## src/rtl/l2_seq_pkg.sv

```systemverilog
// Shared encodings and default sizes for the layer-2 MAC sequencer.
// The SIG_* states exist only when SIGMOID_WB_EN is defined.
package l2_seq_pkg;

  localparam int N_IN_DEF  = 16;
  localparam int N_OUT_DEF = 16;
  localparam int AW_DEF    = 4;

  localparam logic GSRAM_MUX_M2  = 1'b0;
  localparam logic GSRAM_MUX_LUT = 1'b1;
  localparam logic RD_SEL_M2     = 1'b0;
  localparam logic RD_SEL_SRAM   = 1'b1;

  typedef enum logic [2:0] {
    ST_IDLE     = 3'd0,
    ST_ACC_RD   = 3'd1,
    ST_ACC_WR   = 3'd2,
    ST_DONE     = 3'd3
`ifdef SIGMOID_WB_EN
    ,
    ST_SIG_RD   = 3'd4,
    ST_SIG_WAIT = 3'd5,
    ST_SIG_WR   = 3'd6
`endif
  } state_t;

endpackage

```

## src/rtl/l2_idx_counter.sv

```systemverilog
// Nested k/c index counter: c runs 0..N_OUT-1 and carries into k, which runs 0..N_IN-1.
module l2_idx_counter
  import l2_seq_pkg::*;
#(
  parameter int N_IN  = N_IN_DEF,
  parameter int N_OUT = N_OUT_DEF,
  parameter int AW    = AW_DEF
) (
  input  logic          clk,
  input  logic          reset,
  input  logic          clear,
  input  logic          inc,
  output logic [AW-1:0] k,
  output logic [AW-1:0] c,
  output logic          c_last,
  output logic          k_last
);

  assign c_last = (c == AW'(N_OUT - 1));
  assign k_last = (k == AW'(N_IN - 1));

  // Wraps come only from the explicit last-value compares, so non-power-of-two sizes work.
  always_ff @(posedge clk) begin
    if (reset || clear) begin
      k <= '0;
      c <= '0;
    end else if (inc) begin
      if (c_last) begin
        c <= '0;
        k <= k_last ? '0 : k + 1'b1;
      end else begin
        c <= c + 1'b1;
      end
    end
  end

endmodule

```

## src/rtl/l2_mac_sequencer.sv

```systemverilog
// Sequencer for the layer-2 read-modify-write accumulate gSRAM[out_row][c] += w2[k][c]*h[k].
// Optional sigmoid writeback pass over the output row is enabled by SIGMOID_WB_EN.
module l2_mac_sequencer
  import l2_seq_pkg::*;
#(
  parameter int N_IN  = N_IN_DEF,
  parameter int N_OUT = N_OUT_DEF,
  parameter int AW    = AW_DEF
) (
  input  logic          clk,
  input  logic          reset,
  input  logic          start,
  input  logic [AW-1:0] out_row,
  output logic          busy,
  output logic          done,
  output logic [AW-1:0] w2_addr,
  output logic          w2_load_next_row,
  output logic [AW-1:0] rd_reg_addr,
  output logic          rd_out_sel,
  output logic          mac_clr,
  output logic [AW-1:0] gsram_row,
  output logic [AW-1:0] gsram_col,
  output logic          gsram_we,
  output logic          gsram_mux
);

  state_t        state_q, state_d;
  logic [AW-1:0] row_q;
  logic [AW-1:0] k_idx, c_idx;
  logic          c_last, k_last;
  logic          cnt_clear, cnt_inc;
  logic          k_zero;

  l2_idx_counter #(
    .N_IN  (N_IN),
    .N_OUT (N_OUT),
    .AW    (AW)
  ) u_idx (
    .clk    (clk),
    .reset  (reset),
    .clear  (cnt_clear),
    .inc    (cnt_inc),
    .k      (k_idx),
    .c      (c_idx),
    .c_last (c_last),
    .k_last (k_last)
  );

  always_ff @(posedge clk) begin
    if (reset) begin
      state_q <= ST_IDLE;
      row_q   <= '0;
    end else begin
      state_q <= state_d;
      if (state_q == ST_IDLE && start) row_q <= out_row;
    end
  end

  always_comb begin
    state_d   = state_q;
    cnt_clear = 1'b0;
    cnt_inc   = 1'b0;
    case (state_q)
      ST_IDLE: begin
        if (start) begin
          state_d   = ST_ACC_RD;
          cnt_clear = 1'b1;
        end
      end
      ST_ACC_RD: state_d = ST_ACC_WR;
      ST_ACC_WR: begin
        cnt_inc = 1'b1;
        if (c_last && k_last) begin
`ifdef SIGMOID_WB_EN
          state_d = ST_SIG_RD;
`else
          state_d = ST_DONE;
`endif
        end else begin
          state_d = ST_ACC_RD;
        end
      end
`ifdef SIGMOID_WB_EN
      ST_SIG_RD:   state_d = ST_SIG_WAIT;
      ST_SIG_WAIT: state_d = ST_SIG_WR;
      ST_SIG_WR: begin
        cnt_inc = 1'b1;
        state_d = c_last ? ST_DONE : ST_SIG_RD;
      end
`endif
      ST_DONE: begin
        state_d   = ST_IDLE;
        cnt_clear = 1'b1;
      end
      default: state_d = ST_IDLE;
    endcase
  end

  assign k_zero      = (k_idx == '0);
  assign w2_addr     = c_idx;
  assign rd_reg_addr = k_idx;
  assign gsram_col   = c_idx;
  assign gsram_row   = row_q;

  // Strobes are masked by reset so an abort never lands a write or row advance on its own edge.
  always_comb begin
    busy             = 1'b0;
    done             = 1'b0;
    gsram_we         = 1'b0;
    gsram_mux        = GSRAM_MUX_M2;
    rd_out_sel       = RD_SEL_M2;
    mac_clr          = 1'b0;
    w2_load_next_row = 1'b0;
    case (state_q)
      ST_ACC_RD: begin
        busy    = 1'b1;
        mac_clr = k_zero;
      end
      ST_ACC_WR: begin
        busy             = 1'b1;
        mac_clr          = k_zero;
        gsram_we         = !reset;
        w2_load_next_row = c_last && !k_last && !reset;
      end
`ifdef SIGMOID_WB_EN
      ST_SIG_RD, ST_SIG_WAIT: begin
        busy       = 1'b1;
        rd_out_sel = RD_SEL_SRAM;
      end
      ST_SIG_WR: begin
        busy       = 1'b1;
        rd_out_sel = RD_SEL_SRAM;
        gsram_we   = !reset;
        gsram_mux  = GSRAM_MUX_LUT;
      end
`endif
      ST_DONE: done = 1'b1;
      default: ;
    endcase
  end

endmodule
```

## config.mk

```make
export PLATFORM = sky130hd
export DESIGN_NAME = l2_mac_sequencer
export DESIGN_NICKNAME = d
export VERILOG_FILES = /design/src/rtl/l2_seq_pkg.sv /design/src/rtl/l2_idx_counter.sv /design/src/rtl/l2_mac_sequencer.sv
export SDC_FILE = /design/constraint.sdc
export NUM_CORES = 1
export LEC_CHECK = 0
export ABC_AREA = 1
export BUFFER_PORTS_ARGS = -buffer_cell sky130_fd_sc_hd__clkbuf_2
export CAP_MARGIN = 30
export CORE_MARGIN = 2
export CORE_UTILIZATION = 50
export CTS_CLUSTER_SIZE = 10
export DETAILED_ROUTE_END_ITERATION = 8
export PLACE_DENSITY = 0.82
export SYNTH_ARGS = -nofsm -noshare
export SYNTH_HDL_FRONTEND = slang
export SYNTH_SLANG_ARGS = --single-unit
```

## constraint.sdc

```tcl
create_clock -name clk -period 2 [get_ports clk]
set_clock_uncertainty 0.1 [all_clocks]
set_input_delay 0.1 -clock clk [delete_from_list [all_inputs] [get_ports clk]]
set_output_delay 0.1 -clock clk [all_outputs]
set_load 0.005 [all_outputs]
```

# After elaboration in Yosys (flattened, before gate mapping)

Index checks and enable logic that the tools add are counted.

Register bits after elaboration: 15
Input port bits: 7
Output and inout port bits: 23
Logic and storage cells: 36

Add/sub/neg operators: 2
Equal/unequal tests: 6
Muxes and demuxes: 13
Reductions and logical operators: 11

Operators by type and width:

| kind                                                             | count |
|---|---|
| 3-bit one-hot mux with 3 select lines                            | 1 |
| 4-bit by 1-bit adder with 4-bit output (second input constant)   | 2 |
| 4-bit == test (second input constant)                            | 2 |
| 4-bit two-way mux                                                | 2 |
| 1-bit two-way mux                                                | 7 |
| 3-bit by 2-bit == test with 1-bit output (second input constant) | 2 |
| 1-bit logical AND                                                | 4 |
| 4-bit logical NOT                                                | 1 |
| 3-bit by 1-bit == test with 1-bit output (second input constant) | 1 |
| 3-bit logical NOT                                                | 1 |
| 3-bit two-way mux                                                | 1 |
| 1-bit logical NOT                                                | 2 |
| 2-bit two-way mux                                                | 1 |
| 2-bit inequality test (second input constant)                    | 1 |
| 1-bit one-hot mux with 2 select lines                            | 1 |
| 2-bit AND reduction                                              | 1 |
| 2-bit OR reduction                                               | 1 |
| 1-bit logical OR                                                 | 1 |

# Logic depth before layout (Yosys ltp)

Gate-level depths: netlist of run 1.

Word-level depth: 5
Depth in mapped cells: 8
Depth with buffers taken out: 8

# Modules after synthesis

A second synthesis of run 1 with hierarchy kept.

Cell total of the unflattened synthesis: 110
Area total of the unflattened synthesis: 768.2 um^2

Modules (own cells, without submodules):

| module           | instances | cells an instance | area an instance (um^2) | sequential area each (um^2) |
|---|---|---|---|---|
| l2_idx_counter   | 1         | 55                | 400.4                   | 160.2 |
| l2_mac_sequencer | 1         | 55                | 367.9                   | 120.1 |

# Worst setup path before layout of run 1

Ideal clock, no wire load.

Path type: reg-to-reg
Start: register state_q[0]
End: register u_idx.k[0]
Arrival time: 1081 ps
Slack: 701 ps
Cell stages (with the launch flop): 8
Path buffers: 0
Period minus slack after synthesis: 1299 ps
Cell sequence: dfxtp_1 inv_1 ha_1 inv_2 nor2_4 o21ai_0 nand2_1 nor2_1

Cells in the longest elaborated chain, start to end: 3
Elaborated cells on any way between the ends: 7
Those cells by class: 2 x eq/ne; 2 x mux; 3 x reduce/logical

Ends and longest elaborated chain:

| what                                                                                 | line                   | source |
|---|---|---|
| from (decl)                                                                          | l2_mac_sequencer.sv:27 | `state_t state_q, state_d;` |
| from (signal assigned)                                                               | l2_mac_sequencer.sv:54 | `state_q <= state_d;` |
| 3-bit by 2-bit == test with 1-bit output / 3-bit logical NOT (equally long branches) | l2_mac_sequencer.sv:63 | `case (state_q)` |
| 1-bit one-hot mux with 2 select lines / 1-bit two-way mux (equally long branches)    | l2_mac_sequencer.sv:63 |  |
| 1-bit logical OR / 2-bit AND reduction (equally long branches)                       | n/a                    |  |
| to (signal assigned)                                                                 | l2_idx_counter.sv:30   | `k <= k_last ? '0 : k + 1'b1;` |
| to (decl)                                                                            | l2_idx_counter.sv:13   | `output logic [AW-1:0] k,` |

Several ways; a longest one is shown, not always the timed one.
A chain may end at the register's enable or synchronous reset.

# Worst setup path in the final report of run 1

Start: register state_q[0]
End: output port w2_load_next_row

Cells in the longest elaborated chain, start to end: 2

Ends and longest elaborated chain:

| what                                     | line                    | source |
|---|---|---|
| 3-bit by 2-bit == test with 1-bit output | l2_mac_sequencer.sv:114 | `case (state_q)` |
| 1-bit two-way mux                        | l2_mac_sequencer.sv:114 |  |
| to (decl)                                | l2_mac_sequencer.sv:17  | `output logic w2_load_next_row,` |

No other way between the ends.

==> run_results.csv, run 1 <==
group,metric,value,unit
placement,dp_slack,0.508,ns
floorplan,coreArea,0.00147,mm²
floorplan,dieArea,0.00188,mm²
final_layout,n_antenna_cell,0,
setup_path,worst_setup_path_start_kind,"flip-flop",
final_layout,final_cell_mix,"clkbuf_2, nand2_1, inv_1, dfxtp_1, nor2_1",
grt,grt_util_all_layers,19.1,%
synth,synth.cell_area,773,µm²
cts,cts_made_buffers,3,
final_layout,fill_cells,135,
route,drt_first_pass_iters,4,
floorplan,initial_core_util,52.6,%
power,p_int,0.000500,W
synth,yosysUniqueCellTypes,17,
grt,grt_pass1_vias,662,
placement,io_buffers,27,
sta,period_share,90.3,%
power,p_clk_share,28.3,%
cts,cts_buffer_depth,2,
cts,worst_setup_hold_path_clk_slew,0.09,ns
sta,finalMaxSlewViolations,0,
setup_path,crit_chain,"inv_1, ha_1, inv_2, nor2_4, nand2_2, nor3_1, clkbuf_2",
floorplan,die_w,43.3,µm
job,maxCapViolations,0,
floorplan,die_h,43.3,µm
sta,fmaxAchievable,554,MHz
setup_path,critPathArrivalTime,1.61,ns
sta,setup_violations,0,
final_layout,final_common_cell,"clkbuf_2",
cts,insertion_delay,0.28,ns
status,status,"completed",
route,postRouteAntennaNets,0,
synth,synthCells,109,
setup_path,path_class,"flip-flop to primary output",
placement,dp_hpwl,1.22,mm
synth,ys_ff_latch,14,
setup_path,cp.required,1.80,ns
synth,syn_area_per_cell,7.09,µm²
floorplan,io_pins,30,
sta,fin_tns_setup,0,ns
final_layout,drive_gt1_share,26.4,%
grt,grt_pass1_wl,2.62,mm
power,p_per_area,754,mW/mm²
final_layout,layout.nets,154,
cts,cts-root-buf,"clkbuf_4",
floorplan,rows,14,
sta,hold_violations,0,
cts,cts_max_level,1,
final_layout,area_delta_synth_final,25.9,%
route,routedWlPerCell,10.6,µm
grt,gr-total-overflow,0,
route,drc,0,
cts,tritoncts,"done",
power,vdd_drop_max,0.000347,V
grt,antenna_found_initial,0,
placement,gp_routability_congestion,0.769,
setup_path,critPathSlowestCell,"dfxtp_1",
setup_path,worstPathMaxFanout,6,
min_path,worstHoldPathType,"primary input to flip-flop",
cts,cts_resized,0,
synth,yosysWarningCount,0,
route,viasPerCell,4.97,
power,leakage,0.483,nW
power,finalPower,0.000734,W
synth,ys_seq_area_share,36.2,%
setup_path,critical-path-top-delay-family,"buffers and inverters",
grt,grt_max_degree,9,
sta,post-route-min-period,1.81,ns
route,dr_total_vias,776,
power,seqPwrFrac,44.1,%
power,power_frac_comb,27.6,%
setup_path,crit_buf_inv,3,
setup_path,end_kind,"primary output",
setup_path,slowest_delay,0.32,ns
sta,worst_slack,0.193,ns
route,wl,1.66,mm
cts,clock-sinks,14,
route,drt_iter0_markers,12,
power,swShare,31.9,%
sta,rsz0062_at_grt,"no",
power,p_sw,0.000234,W
-- worst register-to-register path, stage by stage (launching register included) --
cell	delay (ns)
dfxtp_1	0.40
inv_1	0.07
ha_1	0.22
nand2_1	0.15
nand2_1	0.09
a21oi_1	0.22
o21ai_0	0.12
nor2_1	0.10
-- kinds of logic (layout without fill, tap and decap cells) --
logic type      Yosys count  count (layout)  share of synthesized area, %
other cells               1               2                         0.485
simple gates             48              48                          27.5
fa+ha+maj                 6               6                          9.71
xor+xnor                  1               1                          1.13
buf+inv                  21              51                          13.1
flops                    14              14                          36.2
compound gates           18              18                          11.8
-- power by group through the flow --
| stage | combinational (W) | sequential, W | clock [W] |
|---|---|---|---|
| floorplan | 0.000132 | 0.000329 | 0 |
| global placement | 0.000188 | 0.000328 | 0 |
| detailed placement | 0.000194 | 0.000330 | 0 |
| CTS | 0.000204 | 0.000323 | 0.000216 |
| global route | 0.000231 | 0.000327 | 0.000225 |
| finish | 0.000202 | 0.000324 | 0.000208 |
-- final timing paths --
check	slack, ns	from	to	cells after the start
min reg2reg	0.39	gsram_row[3]$_SDFFE_PP0P_	gsram_row[3]$_SDFFE_PP0P_	2
max reg2reg	0.48	state_q[1]$_SDFFE_PP0P_	u_idx.c[3]$_SDFFE_PP0P_	7
min	0.06	reset	u_idx.k[3]$_SDFFE_PP0P_	4
max	0.19	state_q[0]$_SDFFE_PP0P_	w2_load_next_row	7
-- cells in the mapped netlist --
cell     count  area (µm²)
nor3_1       4        20.0
a21oi_1      7        35.0
nand3_1      4        20.0
inv_1       14        52.6
conb_1       1        3.75
dfxtp_1     14         280
nor2_2       1        6.26
nor2_4       2        22.5
ha_1         6        75.1
nand2_1     22        82.6
nand2_2      2        12.5
buf_4        6        45.0
inv_2        1        3.75
xor2_1       1        8.76
a31oi_1      1        6.26
o21ai_0     10        50.1
nor2_1      13        48.8
-- final cells by class --
type | instances | area, µm² | share of cell area, %
clock buffers | 4 | 36.3 | 3.73
inverters | 15 | 56.3 | 5.78
multi-input cells | 75 | 395 | 40.6
flip-flops and latches | 14 | 280 | 28.8
well taps | 16 | 20.0 | 2.06
repair buffers | 32 | 185 | 19.0
-- registers in the layout, indices dropped and copies added (netlist names) --
name and cells:
gsram_row 4, u_idx.c 4, state_q 2, u_idx.k 4
-- per-layer routing --
layer | track usage (%) | part of all wire [%] | vias to the layer above
met5 | 0 | 0 | -
met4 | 12.1 | 1.5 | 0
met3 | 5.11 | 4.7 | 4
met2 | 30.1 | 49 | 23
met1 | 22.7 | 45 | 348
li1 | - | - | 401
-- timing repair --
action | 4_1_cts | 5_1_grt
endpoints found under the hold margin | 5 | 0
buffers inserted | 0 | 0
hold buffers | 5 | 0
setup endpoints to repair | 0 | 0
-- per-stage QoR --
stage               std cells  hold slack (ns)  utilization (%)  cell area, µm²
detailed placement        147            0.271             60.3             887
CTS                       156           0.0482             66.2             973
global route              156           0.0488             66.2             973
finish                    156           0.0629             66.2             973
global placement          147            0.259             60.3             887
floorplan                 110            0.131                -             777
Power figures use the tool's default switching activity.
==> run 2, diff against run 1 <==
--- a/config.mk
+++ b/config.mk
@@ -8,11 +8,13 @@
 export ABC_AREA = 1
 export BUFFER_PORTS_ARGS = -buffer_cell sky130_fd_sc_hd__clkbuf_2
 export CAP_MARGIN = 30
-export CORE_MARGIN = 2
-export CORE_UTILIZATION = 50
+export CELL_PAD_IN_SITES_DETAIL_PLACEMENT = 1
+export CELL_PAD_IN_SITES_GLOBAL_PLACEMENT = 2
+export CORE_MARGIN = 5
+export CORE_UTILIZATION = 26
 export CTS_CLUSTER_SIZE = 10
 export DETAILED_ROUTE_END_ITERATION = 8
-export PLACE_DENSITY = 0.82
+export PLACE_DENSITY_LB_ADDON = 0.1
 export SYNTH_ARGS = -nofsm -noshare
 export SYNTH_HDL_FRONTEND = slang
 export SYNTH_SLANG_ARGS = --single-unit
==> run_results.csv, run 2 (synthesis results as in run 1) <==
group,metric,value,unit
floorplan,coreArea,0.00281,mm²
cts,post_cts_buffers,0,
power,leakage,0.476,nW
final_layout,layout.nets,154,
floorplan,initial_core_util,27.6,%
power,p_sw,0.000251,W
route,drt_iter0_markers,20,
min_path,min_to,"u_idx.c[3]$_SDFFE_PP0P_",
final_layout,final_common_cell,"clkbuf_2",
cts,clock-sinks,14,
final_layout,n_antenna_cell,0,
power,power_frac_comb,30.6,%
route,viasPerCell,4.46,
placement,dp_slack,0.331,ns
setup_path,worstPathMaxFanout,6,
grt,grt_max_degree,8,
grt,gr-total-overflow,0,
sta,worst_slack,0.162,ns
floorplan,die_w,64.5,µm
setup_path,r2r_end,"u_idx.c[0]$_SDFFE_PP0P_",
final_layout,final_cell_mix,"clkbuf_2, nand2_1, inv_1, dfxtp_1, nor2_1",
sta,rsz0062_at_grt,"no",
cts,tritoncts,"done",
grt,antenna_found_initial,0,
power,p_per_area,721,mW/mm²
floorplan,io_pins,30,
cts,cts_buffer_depth,2,
min_path,worstHoldPathType,"primary input to flip-flop",
setup_path,reg2reg_slack,0.43,ns
setup_path,path_class,"flip-flop to primary output",
route,postRouteAntennaNets,0,
route,drt_first_pass_iters,4,
power,seqPwrFrac,45.5,%
power,p_int,0.000464,W
placement,gp_routability_congestion,0.728,
sta,hold_violations,0,
grt,grt_util_all_layers,11.2,%
grt,grt_pass1_wl,3.64,mm
grt,met1_usage,14.0,%
min_path,min_from,"reset",
final_layout,drive_gt1_share,26.6,%
setup_path,worst_setup_path_start_kind,"flip-flop",
final_layout,fill_cells,373,
final_layout,area_delta_synth_final,28.2,%
sta,post-route-min-period,1.84,ns
setup_path,critPathArrivalTime,1.64,ns
route,drc,0,
setup_path,cp.required,1.80,ns
sta,period_share,91.9,%
cts,cts_made_buffers,3,
grt,busiest_layer,"met2",
job,maxCapViolations,0,
status,status,"completed",
floorplan,die_h,64.5,µm
setup_path,worstRegToRegCells,7,
sta,fmaxAchievable,544,MHz
power,vdd_drop_max,0.000242,V
grt,grtUsageMet3,3.97,%
cts,insertion_delay,0.28,ns
setup_path,end_kind,"primary output",
route,wl,2.17,mm
cts,cts_max_level,1,
grt,grtUsageMet2,18.8,%
placement,io_buffers,27,
cts,worst_setup_hold_path_clk_slew,0.09,ns
sta,finalMaxSlewViolations,0,
placement,dp_hpwl,1.64,mm
route,dr_total_vias,759,
sta,fin_tns_setup,0,ns
final_layout,utilization,35.3,%
setup_path,rr_startpoint,"state_q[0]$_SDFFE_PP0P_",
route,routedWlPerCell,12.8,µm
grt,grt_pass1_vias,757,
power,swShare,35.1,%
sta,setup_violations,0,
min_path,holdPathStages,4,
power,p_clk_share,23.9,%
floorplan,dieArea,0.00416,mm²
floorplan,rows,19,
cts,cts-root-buf,"clkbuf_4",
-- run 2: cell types whose count changed in the layout (fill, tap and decap cells not counted) --
cell      before  now
clkbuf_8       1    0
ha_1           6    5
ha_4           0    1
-- run 2: what timing repair did --
item                                    in CTS  in global routing
hold buffers                                 5                  0
hold endpoints to repair                     5                  0
endpoints found under the setup margin       1                  1
gates resized for setup                      1                  1
-- run 2: worst max path at each step --
stage | endpoint | startpoint | slack, ns | cells past startpoint
2_1_floorplan | u_idx.k[0]$_SDFFE_PP0P_ | state_q[0]$_SDFFE_PP0P_ | 0.70 | 7
3_3_place_gp | w2_load_next_row | state_q[0]$_SDFFE_PP0P_ | 0.40 | 7
3_5_place_dp | w2_load_next_row | state_q[0]$_SDFFE_PP0P_ | 0.33 | 7
4_1_cts | w2_load_next_row | state_q[0]$_SDFFE_PP0P_ | 0.08 | 7
5_1_grt | w2_load_next_row | state_q[0]$_SDFFE_PP0P_ | 0.04 | 7
6_report | w2_load_next_row | state_q[0]$_SDFFE_PP0P_ | 0.16 | 7
-- run 2: stage by stage --
stage	instances	cell area, µm²	hold WS [ns]	power, W
after floorplan	110	777	0.131	0.000461
after global placement	162	906	0.267	0.000534
after CTS	170	981	0.0721	0.000720
final	170	991	0.0731	0.000714
after detailed placement	162	906	0.271	0.000541
after global routing	170	991	0.112	0.000766
-- run 2: power by group through the flow --
stage	clock (W)	sequential, W	combinational [W]
after detailed placement	0	0.000331	0.000210
after floorplan	0	0.000329	0.000132
after global routing	0.000186	0.000331	0.000249
after CTS	0.000176	0.000325	0.000219
final	0.000170	0.000325	0.000219
after global placement	0	0.000328	0.000206
-- run 2: final cells by class --
cell class	instances	area (µm²)	area share (%)
flip-flops and latches	14	280	28.3
clock buffers	3	22.5	2.27
multi-input cells	75	408	41.2
inverters	15	56.3	5.68
repair buffers	32	185	18.7
well taps	31	38.8	3.91
-- run 2: critical path: stages, from the launching register on --
cell,delay [ns]
dfxtp_1,0.33
inv_1,0.18
ha_4,0.21
inv_2,0.08
nor2_4,0.14
nand2_2,0.09
nor3_1,0.17
clkbuf_2,0.15
-- run 2: metal layers --
| metal | part of all wire (%) | vias up |
|---|---|---|
| met1 | 47 | 344 |
| met4 | 0.78 | 0 |
| met2 | 47 | 18 |
| li1 | - | 395 |
| met3 | 4.3 | 2 |
| met5 | 0 | - |
==> run 3, diff against run 2 <==
--- a/config.mk
+++ b/config.mk
@@ -15,6 +15,7 @@
 export CTS_CLUSTER_SIZE = 10
 export DETAILED_ROUTE_END_ITERATION = 8
 export PLACE_DENSITY_LB_ADDON = 0.1
+export REMOVE_ABC_BUFFERS = 1
 export SYNTH_ARGS = -nofsm -noshare
 export SYNTH_HDL_FRONTEND = slang
 export SYNTH_SLANG_ARGS = --single-unit
==> run_results.csv, run 3 (synthesis results as in run 1) <==
group,metric,value,unit
route,drt_first_pass_iters,3,
final_layout,area_delta_synth_final,26.9,%
setup_path,cp.required,1.80,ns
route,wl_met2,946,µm
setup_path,worst_setup_path_start_kind,"flip-flop",
power,seqPwrFrac,46.2,%
final_layout,regArea,280,µm²
sta,hold_slack,0.0708,ns
cts,clock-sinks,14,
cts,cts_buffer_depth,2,
grt,grt_max_degree,8,
placement,gp_routability_congestion,0.724,
power,leakage,0.475,nW
route,drc,0,
power,p_clk_share,23.2,%
power,p_sw,0.000238,W
cts,cts_made_buffers,3,
floorplan,die_h,64.5,µm
floorplan,coreArea,0.00281,mm²
sta,fmaxAchievable,547,MHz
power,power_frac_comb,30.6,%
cts,insertion_delay,0.28,ns
power,swShare,34.0,%
sta,fin_tns_setup,0,ns
placement,io_buffers,27,
route,routedWlPerCell,12.1,µm
floorplan,die_w,64.5,µm
setup_path,critPathArrivalTime,1.63,ns
final_layout,final_common_cell,"clkbuf_2",
cts,post_cts_buffers,0,
cts,cts_max_level,1,
floorplan,io_pins,30,
cts,worst_setup_hold_path_clk_slew,0.09,ns
route,dr.max_layer_used,"met4",
floorplan,dieArea,0.00416,mm²
grt,grt_pass1_vias,810,
sta,hold_violations,0,
grt,grt_util_all_layers,11.0,%
route,wl,2.06,mm
final_layout,drive_gt1_share,26.6,%
sta,setup_violations,0,
cts,tritoncts,"done",
grt,gr-total-overflow,0,
sta,period_share,91.3,%
final_layout,finalNonFillerCells,170,
sta,finalMaxSlewViolations,0,
job,maxCapViolations,0,
power,vdd_drop_max,0.000252,V
grt,grt_pass1_wl,3.53,mm
floorplan,rows,19,
route,wl_met1,966,µm
grt,antenna_found_initial,0,
power,p_per_area,712,mW/mm²
floorplan,initial_core_util,27.6,%
power,p_int,0.000460,W
route,met3WireLength,108,µm
sta,post-route-min-period,1.83,ns
setup_path,worstPathMaxFanout,6,
status,status,"completed",
placement,dp_hpwl,1.66,mm
placement,place_inst,162,
route,dr_total_vias,772,
final_layout,multi_input_area,398,µm²
final_layout,n_antenna_cell,0,
cts,cts-root-buf,"clkbuf_4",
min_path,worstHoldPathType,"primary input to flip-flop",
final_layout,layout.nets,154,
setup_path,path_class,"flip-flop to primary output",
route,viasPerCell,4.54,
final_layout,final_cell_mix,"clkbuf_2, nand2_1, inv_1, dfxtp_1, nor2_1",
route,postRouteAntennaNets,0,
final_layout,fill_cells,373,
sta,rsz0062_at_grt,"no",
setup_path,end_kind,"primary output",
route,drt_iter0_markers,14,
-- run 3: final timing paths --
path                                    end                 startpoint  slack, ns  cells after the start
hold / removal      u_idx.k[3]$_SDFFE_PP0P_                      reset       0.07                      4
hold reg to reg   gsram_row[3]$_SDFFE_PP0P_  gsram_row[3]$_SDFFE_PP0P_       0.39                      2
setup / recovery           w2_load_next_row    state_q[0]$_SDFFE_PP0P_       0.17                      7
setup reg to reg    u_idx.c[0]$_SDFFE_PP0P_    state_q[1]$_SDFFE_PP0P_       0.48                      7
-- run 3: cell type report --
class	instances	share of cell area, %
clock buffer	3	2.30
inverter	15	5.74
multi-input combinational	75	40.6
sequential	14	28.6
tap	31	3.95
timing repair buffer	32	18.9
-- run 3: power by group through the flow --
stage | Clock (W) | Combinational, W | Sequential (W)
6_report | 0.000162 | 0.000214 | 0.000323
4_1_cts | 0.000175 | 0.000218 | 0.000323
5_1_grt | 0.000182 | 0.000246 | 0.000327
3_3_place_gp | 0 | 0.000204 | 0.000328
3_5_place_dp | 0 | 0.000210 | 0.000330
2_1_floorplan | 0 | 0.000123 | 0.000330
-- run 3: stage by stage --
stage / setup slack [ns] / power, W / cell area, µm² / utilization, %
finish: 0.173 / 0.000698 / 981 / 35.0
global route: 0.0468 / 0.000755 / 981 / 35.0
CTS: 0.0645 / 0.000715 / 978 / 34.9
detailed placement: 0.389 / 0.000539 / 906 / 32.3
global placement: 0.428 / 0.000532 / 906 / 32.3
floorplan: 0.701 / 0.000453 / 732 / -
-- run 3: repair_timing --
action / in CTS / in global routing
setup endpoints to repair: 0 / 1
gates resized for setup: 0 / 1
hold buffers: 5 / 0
hold endpoints to repair: 5 / 0
-- run 3: worst max-delay path, stage by stage, from the launching register on --
cell and delay, ns:
dfxtp_1 0.32, inv_1 0.14, ha_2 0.29, inv_2 0.10, nor2_4 0.13, nand2_2 0.08, nor3_1 0.15, clkbuf_2 0.14
-- run 3: metal layers --
layer	vias up	global-route usage [%]
met1	352	12.9
met4	0	6.33
met2	19	18.4
met3	4	2.59
met5	-	0
li1	397	-
